[src/rtl/ht16d35a_pkg.sv]
// Shared types and the fixed power-on command table for the HT16D35A sequencer.
// Table bytes are stored byte 0 in the least significant position, matching wire order.
package ht16d35a_pkg;

  typedef enum logic [2:0] {
    S_POWERUP,
    S_WAIT_IDLE,
    S_ISSUE,
    S_WAIT_DONE,
    S_GAP,
    S_READY
  } state_t;

  localparam int INIT_LEN    = 4;
  localparam int INIT_IDX_SZ = 2;
  localparam int INIT_BYTES  = 8;
  localparam int INIT_DLY_SZ = 20;

  typedef struct packed {
    logic [3:0]                  count;
    logic [INIT_BYTES-1:0][7:0]  bytes;
    logic [INIT_DLY_SZ-1:0]      post_delay;
  } init_entry_t;

  // E0 is the software reset; the driver needs a long settle before the next command.
  localparam init_entry_t INIT_TABLE [INIT_LEN] = '{
    '{count: 4'd1, bytes: 64'h0000_0000_0000_00CC, post_delay: 20'd50000},
    '{count: 4'd2, bytes: 64'h0000_0000_0000_0135, post_delay: 20'd0},
    '{count: 4'd2, bytes: 64'h0000_0000_0000_0331, post_delay: 20'd0},
    '{count: 4'd2, bytes: 64'h0000_0000_0000_00C0, post_delay: 20'd0}
  };

endpackage

[src/rtl/ht16d35a_init_rom.sv]
// Combinational lookup of one init table entry by index; no state, zero latency.
module ht16d35a_init_rom
  import ht16d35a_pkg::*;
(
  input  logic [INIT_IDX_SZ-1:0]  idx_i,
  output logic [3:0]              count_o,
  output logic [8*INIT_BYTES-1:0] data_o,
  output logic [INIT_DLY_SZ-1:0]  delay_o
);

  init_entry_t entry;

  always_comb begin
    entry   = INIT_TABLE[idx_i];
    count_o = entry.count;
    data_o  = entry.bytes;
    delay_o = entry.post_delay;
  end

endmodule

[src/rtl/ht16d35a_sequencer.sv]
// Owns the HT16D35A SPI controller: power-up wait, init table replay, then host writes.
// Host request accepted in S_READY reaches spi_activate one cycle later when the controller is idle.
module ht16d35a_sequencer
  import ht16d35a_pkg::*;
#(
  parameter int NUM_SELECTS  = 2,
  parameter int OUT_BYTES    = 8,
  parameter int OUT_BYTES_SZ = $clog2(OUT_BYTES + 1),
  parameter int CLK_POWERUP  = 500000,
  parameter int ACT_TIMEOUT  = 64,
  parameter int DLY_SZ       = $clog2(CLK_POWERUP + 1)
) (
  input  logic                     clk,
  input  logic                     reset,
  input  logic                     spi_busy,
  output logic                     spi_activate,
  output logic [NUM_SELECTS-1:0]   spi_cs,
  output logic [8*OUT_BYTES-1:0]   spi_data,
  output logic [OUT_BYTES_SZ-1:0]  spi_count,
  input  logic                     req_valid,
  output logic                     req_ready,
  input  logic [NUM_SELECTS-1:0]   req_cs,
  input  logic [8*OUT_BYTES-1:0]   req_data,
  input  logic [OUT_BYTES_SZ-1:0]  req_count,
  output logic                     init_done,
  output logic                     spi_err
);

  // The delay counter also carries table post-delays, which may exceed the power-up count.
  localparam int CNT_W  = (DLY_SZ > INIT_DLY_SZ) ? DLY_SZ : INIT_DLY_SZ;
  localparam int TO_SZ  = $clog2(ACT_TIMEOUT + 1);
  localparam int DATA_W = 8 * OUT_BYTES;

  localparam logic [CNT_W-1:0]        POWERUP_DLY = CNT_W'(CLK_POWERUP);
  localparam logic [CNT_W-1:0]        DLY_ONE     = CNT_W'(1);
  localparam logic [TO_SZ-1:0]        TO_LAST     = TO_SZ'(ACT_TIMEOUT - 1);
  localparam logic [TO_SZ-1:0]        TO_ONE      = TO_SZ'(1);
  localparam logic [OUT_BYTES_SZ-1:0] MAX_COUNT   = OUT_BYTES_SZ'(OUT_BYTES);
  localparam logic [INIT_IDX_SZ-1:0]  LAST_IDX    = INIT_IDX_SZ'(INIT_LEN - 1);
  localparam logic [INIT_IDX_SZ-1:0]  IDX_ONE     = INIT_IDX_SZ'(1);

  state_t                   state_q, state_d;
  logic [CNT_W-1:0]         dly_q, dly_d;
  logic [INIT_IDX_SZ-1:0]   idx_q, idx_d;
  logic                     from_host_q, from_host_d;
  logic [TO_SZ-1:0]         to_q, to_d;
  logic [NUM_SELECTS-1:0]   host_cs_q, host_cs_d;
  logic [DATA_W-1:0]        host_data_q, host_data_d;
  logic [OUT_BYTES_SZ-1:0]  host_count_q, host_count_d;
  logic                     act_q, act_d;
  logic [NUM_SELECTS-1:0]   cs_q, cs_d;
  logic [DATA_W-1:0]        data_q, data_d;
  logic [OUT_BYTES_SZ-1:0]  count_q, count_d;
  logic                     init_done_q, init_done_d;
  logic                     err_q, err_d;

  logic [3:0]               rom_count;
  logic [8*INIT_BYTES-1:0]  rom_data;
  logic [INIT_DLY_SZ-1:0]   rom_delay;

  ht16d35a_init_rom u_init_rom (
    .idx_i   (idx_q),
    .count_o (rom_count),
    .data_o  (rom_data),
    .delay_o (rom_delay)
  );

  always_ff @(posedge clk) begin
    if (reset) begin
      state_q      <= S_POWERUP;
      dly_q        <= POWERUP_DLY;
      idx_q        <= '0;
      from_host_q  <= 1'b0;
      to_q         <= '0;
      host_cs_q    <= '0;
      host_data_q  <= '0;
      host_count_q <= '0;
      act_q        <= 1'b0;
      cs_q         <= '0;
      data_q       <= '0;
      count_q      <= '0;
      init_done_q  <= 1'b0;
      err_q        <= 1'b0;
    end else begin
      state_q      <= state_d;
      dly_q        <= dly_d;
      idx_q        <= idx_d;
      from_host_q  <= from_host_d;
      to_q         <= to_d;
      host_cs_q    <= host_cs_d;
      host_data_q  <= host_data_d;
      host_count_q <= host_count_d;
      act_q        <= act_d;
      cs_q         <= cs_d;
      data_q       <= data_d;
      count_q      <= count_d;
      init_done_q  <= init_done_d;
      err_q        <= err_d;
    end
  end

  always_comb begin
    state_d      = state_q;
    dly_d        = dly_q;
    idx_d        = idx_q;
    from_host_d  = from_host_q;
    to_d         = to_q;
    host_cs_d    = host_cs_q;
    host_data_d  = host_data_q;
    host_count_d = host_count_q;
    act_d        = act_q;
    cs_d         = cs_q;
    data_d       = data_q;
    count_d      = count_q;
    init_done_d  = init_done_q;
    err_d        = err_q;

    unique case (state_q)
      S_POWERUP: begin
        if (dly_q <= DLY_ONE) begin
          dly_d       = '0;
          from_host_d = 1'b0;
          state_d     = S_WAIT_IDLE;
        end else begin
          dly_d = dly_q - DLY_ONE;
        end
      end

      S_WAIT_IDLE: begin
        // Operands only ever load here, on the cycle activate rises.
        if (!spi_busy) begin
          act_d   = 1'b1;
          to_d    = '0;
          state_d = S_ISSUE;
          if (from_host_q) begin
            cs_d    = host_cs_q;
            data_d  = host_data_q;
            count_d = host_count_q;
          end else begin
            cs_d    = '1;
            data_d  = DATA_W'(rom_data);
            count_d = OUT_BYTES_SZ'(rom_count);
          end
        end
      end

      S_ISSUE: begin
        if (spi_busy) begin
          act_d   = 1'b0;
          state_d = S_WAIT_DONE;
        end else if (to_q == TO_LAST) begin
          err_d   = 1'b1;
          act_d   = 1'b0;
          state_d = S_WAIT_IDLE;
        end else begin
          to_d = to_q + TO_ONE;
        end
      end

      S_WAIT_DONE: begin
        if (!spi_busy) begin
          dly_d   = from_host_q ? '0 : CNT_W'(rom_delay);
          state_d = S_GAP;
        end
      end

      S_GAP: begin
        if (dly_q != '0) begin
          dly_d = dly_q - DLY_ONE;
        end else if (from_host_q) begin
          state_d = S_READY;
        end else if (idx_q == LAST_IDX) begin
          init_done_d = 1'b1;
          state_d     = S_READY;
        end else begin
          idx_d   = idx_q + IDX_ONE;
          state_d = S_WAIT_IDLE;
        end
      end

      S_READY: begin
        // Empty masks or zero counts are consumed here; the controller would never go busy.
        if (req_valid && (req_cs != '0) && (req_count != '0)) begin
          host_cs_d    = req_cs;
          host_data_d  = req_data;
          host_count_d = (req_count > MAX_COUNT) ? MAX_COUNT : req_count;
          from_host_d  = 1'b1;
          state_d      = S_WAIT_IDLE;
        end
      end

      default: state_d = S_POWERUP;
    endcase
  end

  always_comb begin
    req_ready = 1'b0;
    if (state_q == S_READY) req_ready = 1'b1;
  end

  assign spi_activate = act_q;
  assign spi_cs       = cs_q;
  assign spi_data     = data_q;
  assign spi_count    = count_q;
  assign init_done    = init_done_q;
  assign spi_err      = err_q;

endmodule

[config.mk]
export PLATFORM = sky130hd
export DESIGN_NAME = ht16d35a_sequencer
export DESIGN_NICKNAME = d
export VERILOG_FILES = /design/src/rtl/ht16d35a_pkg.sv /design/src/rtl/ht16d35a_init_rom.sv /design/src/rtl/ht16d35a_sequencer.sv
export SDC_FILE = /design/constraint.sdc
export NUM_CORES = 1
export LEC_CHECK = 0
export CORE_MARGIN = 5
export CORE_UTILIZATION = 55
export CTS_BUF_LIST = sky130_fd_sc_hd__clkbuf_4
export DETAILED_ROUTE_END_ITERATION = 7
export DONT_BUFFER_PORTS = 1
export PLACE_DENSITY = 0.7
export SLEW_MARGIN = 20
export SYNTH_ARGS = -nofsm -noshare
export SYNTH_HDL_FRONTEND = slang
export SYNTH_SLANG_ARGS = --single-unit
[constraint.sdc]
create_clock -name clk -period 6.1 [get_ports clk]
set_clock_uncertainty 0.05 [all_clocks]
set_input_delay 1.22 -clock clk [delete_from_list [all_inputs] [get_ports clk]]
set_output_delay 1.22 -clock clk [all_outputs]
set_load 0.01 [all_outputs]
## Yosys cells after proc, flatten, opt, wreduce, memory -nomap -nowiden

Cells that the tools add are included.

| word-level totals | value |
|---|---|
| flip-flop bits (word level) | 176 |
| latch bits | 0 |
| RAM bits | 0 |
| bits in read-only memories | 0 |
| output and inout port bits | 74 |
| memories kept | 0 |

| cells by class | value |
|---|---|
| add/sub/neg operators | 3 |
| $mul | 0 |
| divide/modulo/power cells | 0 |
| magnitude comparators | 3 |
| eq/ne operators | 16 |
| shifts and indexed selects | 0 |
| mux-type cells | 34 |
| bitwise logic cells | 5 |
| reduce and logical (&&, ||, !) cells | 19 |

Operators by type and width:

| operator | number |
|---|---|
| binary-select mux 88 bit (select 2 bit) | 1 |
| 2-to-1 mux 88 bit | 2 |
| 2-to-1 mux 20 bit | 4 |
| 2-to-1 mux 64 bit | 1 |
| one-hot mux 20 bit (3 select lines) | 1 |
| 2-to-1 mux 3 bit | 9 |
| 2-to-1 mux 7 bit | 3 |
| less-or-equal comparator 20 x 1 -> 1 bit, second input constant | 1 |
| nonzero test 20 bit | 1 |
| subtractor 20 x 1 -> 20 bit, second input constant | 1 |
| one-hot mux 3 bit (6 select lines) | 1 |
| inequality test 2 bit, second input constant | 8 |
| one-hot mux 7 bit (2 select lines) | 1 |
| AND reduction 3 bit | 4 |
| AND reduction 4 bit | 3 |
| 2-to-1 mux 4 bit | 2 |
| adder 7 x 1 -> 7 bit, second input constant | 1 |
| equality test 7 x 6 -> 1 bit, second input constant | 1 |
| equality test 3 x 2 -> 1 bit, second input constant | 2 |
| equality test 3 bit, second input constant | 2 |
| 2-to-1 mux 1 bit | 6 |
| AND reduction 6 bit | 1 |
| nonzero test 2 bit | 3 |
| > comparator 4 bit, second input constant | 1 |
| other kinds (14) | 20 |

## Longest topological paths before layout

| depth | value |
|---|---|
| depth in word-level cells | 7 |
| depth in mapped cells | 8 |

## Modules after synthesis

A second synthesis with hierarchy kept.

| second synthesis, totals | value |
|---|---|
| cells, all modules | 973 |
| area total of the unflattened synthesis | 8151.6 sq um |

Modules (own cells, without submodules):

| module | instances | cells an instance | area each (sq um) | sequential area each (sq um) |
|---|---|---|---|---|
| ht16d35a_sequencer | 1 | 883 | 7479.7 | 3523.4 |
| ht16d35a_init_rom | 1 | 90 | 671.9 | 0.0 |

## Worst setup path after synthesis

OpenSTA, ideal clock, no wires.

| timing | value |
|---|---|
| kind | input-to-reg |
| start point | input port req_count[2] |
| end point | register host_cs_q[0] |
| library setup time | 70 ps |
| arrival | 2491 ps |
| required time | 5980 ps |
| slack | 3488 ps |
| stages on the path | 6 |
| path through | nor4_1 -> nor4_1 -> clkbuf_1 -> buf_1 -> nand2_1 -> a21oi_1 |

| between the ends | value |
|---|---|
| cells in the longest elaborated chain, start to end | 3 |

Ends and longest elaborated chain:

| item | line | RTL |
|---|---|---|
| start, declared | ht16d35a_sequencer.sv:24 | `input logic [OUT_BYTES_SZ-1:0] req_count,` |
| nonzero test 4 bit | ht16d35a_sequencer.sv:183 | `if (req_valid && (req_cs != '0) && (req_count != '0)) begin` |
| logical AND 1 bit | ht16d35a_sequencer.sv:183 |  |
| AND reduction 2 bit (no line) | n/a |  |
| end signal, assigned | ht16d35a_sequencer.sv:90 | `host_cs_q <= host_cs_d;` |
| end, declared | ht16d35a_sequencer.sv:47 | `logic [NUM_SELECTS-1:0] host_cs_q, host_cs_d;` |

Every way passes these cells.
A chain may end at the register's enable or synchronous reset.

## Worst setup path after layout

| timing | value |
|---|---|
| start point | input port req_count[2] |
| end point | register host_count_q[1] |

| between the ends | value |
|---|---|
| cells in the longest elaborated chain, start to end | 3 |
| elaborated cells between the ends (all ways) | 5 |
| classes of those cells | order compare: 1; mux: 1; reduce/logical: 3 |

Ends and longest elaborated chain:

| item | line | RTL |
|---|---|---|
| parallel branches: the longest is 3 deep, another holds > comparator 4 bit | n/a |  |
| end signal, assigned | ht16d35a_sequencer.sv:92 | `host_count_q <= host_count_d;` |
| end, declared | ht16d35a_sequencer.sv:49 | `logic [OUT_BYTES_SZ-1:0] host_count_q, host_count_d;` |

Parallel ways; which one is timed is not known.

==> results by group <==
Routing
  • Remaining DRCs: 0
  • Routed Antenna Nets: 0
  • 1st-pass router iterations: 5
  • Overall routed net length: 15.8 mm
  • WL/cell: 18.1 microns
  • Vias post-DR: 5348
  • Initial drt markers: 464
  • Via density: 6.11

CTS
  • Clock-pin slew on the worst setup and hold paths: 0.13 ns
  • CTS-repair resized insts: 0
  • TritonCTS Buffers: 17
  • Clock root cell: clkbuf_4
  • Cts-stage hold buffer count: 0
  • CTS tree: yes
  • Setup bufs post-CTS: 0
  • Clock Latency Late Sink: 0.57 ns
  • CTS H-tree lvls: 4
  • Longest Clk Path Bufs: 2
  • Clk sinks: 176

Floorplanning
  • Die Width: 120 microns
  • # IOs: 148
  • Core Rows: 40
  • Core ar.: 0.0119 sq mm
  • Die height: 120 microns
  • Die area: 0.0144 sq mm
  • Initial Util: 55.8%

Synthesis
  • Net Count, Synth: 827
  • Seq/Total Area, Yosys: 53.0%
  • Yosys cell types: 57
  • Post-synth EDFFs: 0
  • Post-synthesis register bit count: 176
  • Ys flop type: dfxtp_1
  • Yosys warns: 0
  • Mapped Cells: 745
  • Async SR Flop Fraction: 0%
  • Netlist Area Pre-Place: 0.00665 sq mm
  • Syn Area/Cell: 8.92 sq um

Final layout
  • Share of cells above drive strength 1: 7.13%
  • Most common cell after layout, fill and taps aside: dfxtp_1
  • Most frequent cells in the layout: dfxtp_1, nand2_1, a21oi_1
  • Diodes inserted: 0
  • Final nets: 800
  • Area Overhead vs Synth: 4.74%
  • Final core occ: 58.5%
  • Fillers: 1089

Timing
  • RSZ-0062 raised after global routing: no
  • Final Hold Fails: 0
  • Period utilisation layout: 51.2%
  • TNS Setup: 0 ns
  • Max_slew headroom: 29.0%
  • Final setup viols: 0
  • Tmin final: 3.12 ns
  • Least-Margin Pin Slew: 1.06 ns
  • WHS: 0.413 ns
  • Max frequency: 320 MHz
  • Slew Viols, Final: 0
  • Final worst slack: 2.98 ns

Hold path
  • Worst min-delay path class: reg2reg

Global routing
  • Initial antenna violation count: 0
  • Overall Global Routing Usage: 21.6%
  • Vias in the first global route: 5043
  • Largest net degree at the start of global routing: 115
  • Grt ovf: 0
  • Global-route wire length before repair: 25.3 mm

Placement
  • Pre-CTS setup slack: 2.44 ns
  • IO buf count: 0
  • Dpl hpwl: 10.2 mm
  • GP Congestion: 0.822

Power and ir drop
  • P per Cell Area: 272 mW/mm^2
  • Worst vdd ir: 0.191 mV
  • P_leak: 2.32 nW
  • Tot Pwr: 1.90 mW

Worst setup path
  • Crit-path max cell delay: 0.80 ns
  • WP data required: 6.52 ns
  • CP max stage cell: nand2_2
  • CP Max Fanout: 52
  • WS Path Type: in2reg
  • Crit path top cell by count: nor2_1
  • CP endpoint kind: flip-flop
  • CP Cell Sequence: nor4_1, nor2_1, nand2_2, buf_4, nor3b_1, a21oi_1, nor2_1
  • Crit path launch type: input port
  • CP arrival: 3.55 ns

Outcome
  • Status: finished clean

Run
  • Max-Cap Viols: 0
==> through the flow <==
stage	cells	cell area (sq um)
6_report	876	6960
3_5_place_dp	846	6680
2_1_floorplan	745	6650
5_1_grt	876	6960
3_3_place_gp	846	6680
4_1_cts	876	6960
==> worst paths after layout <==
kind / slack (ns) / endpoint / depth (start not counted) / startpoint
worst max-delay path: 2.98 / host_count_q[1]$_SDFFE_PP0P_ / 7 / req_count[2]
worst min-delay path: 0.41 / host_data_q[30]$_SDFFE_PP0P_ / 2 / host_data_q[30]$_SDFFE_PP0P_
worst max register to register: 3.11 / host_count_q[0]$_SDFFE_PP0P_ / 7 / state_q[2]$_SDFFE_PP0P_
worst min register to register: 0.41 / host_data_q[30]$_SDFFE_PP0P_ / 2 / host_data_q[30]$_SDFFE_PP0P_
==> critical path, delay by kind of cell <==
kind	cells	cell delay, ns
AO/OA/AOI/OAI	1	0.14
buffers and inverters	1	0.41
AND/OR/NAND/NOR	5	1.76
==> report_power, final <==
part / switching [mW] / total, mW / internal (mW)
Clock: 0.385 / 0.671 / 0.287
Sequential: 0.0120 / 1.17 / 1.16
Combinational: 0.0348 / 0.0569 / 0.0221
Total: 0.432 / 1.90 / 1.47
==> final cells by class <==
class | instances | area, sq um | share of cell area [%]
clock buffer | 19 | 143 | 2.05
clock inverter | 11 | 139 | 1.99
inverter | 8 | 30.0 | 0.431
multi-input combinational | 511 | 2910 | 41.9
sequential | 176 | 3520 | 50.6
tap | 147 | 184 | 2.64
timing repair buffer | 4 | 30.0 | 0.431
==> sequential cells by signal, indices dropped and copies added (netlist names), 2 cells and up <==
register      flops
dly_q            20
to_q              7
spi_cs            2
host_data_q      64
idx_q             2
state_q           3
spi_count         4
host_cs_q         2
host_count_q      4
spi_data         64
==> per-layer routing <==
metal / up-vias / global-route usage, % / part of all wire, %
met5: - / 0 / 0
met2: 214 / 33.6 / 46
met1: 2549 / 26.5 / 42
met3: 25 / 10.2 / 11
li1: 2560 / - / -
met4: 0 / 7.09 / 1.4
==> logic make-up (layout without fill, tap and decap cells) <==
kind of cell | count (synthesis) | after routing | share of synthesized area (%)
flip-flops | 176 | 176 | 53.0
adder cells (fa/ha/maj) | 8 | 8 | 1.51
buffers and inverters | 58 | 42 | 3.56
AND/OR/NAND/NOR | 288 | 288 | 19.8
XOR/XNOR | 6 | 6 | 0.791
AO/OA/AOI/OAI | 206 | 206 | 20.9
multiplexers | 3 | 3 | 0.471
==> synthesized netlist by cell type (3+ instances only) <==
library cell,instances,area (sq um)
ha_1,8,100
nor3b_1,6,45.0
nor4_1,7,43.8
nor2_1,52,195
buf_2,4,20.0
clkbuf_1,39,146
a21oi_1,90,450
nand3_1,8,40.0
xnor2_1,4,35.0
nand4_1,3,18.8
o311ai_0,3,26.3
dfxtp_1,176,3520
a31oi_1,5,31.3
nor3_1,20,100
nand2_1,164,616
inv_1,8,30.0
a211oi_1,10,75.1
o21ai_0,10,50.1
o21ai_1,7,35.0
a22o_1,57,499
buf_1,5,18.8
nor2b_1,7,43.8
a221o_1,6,60.1
(Power assumes the default switching activity.)
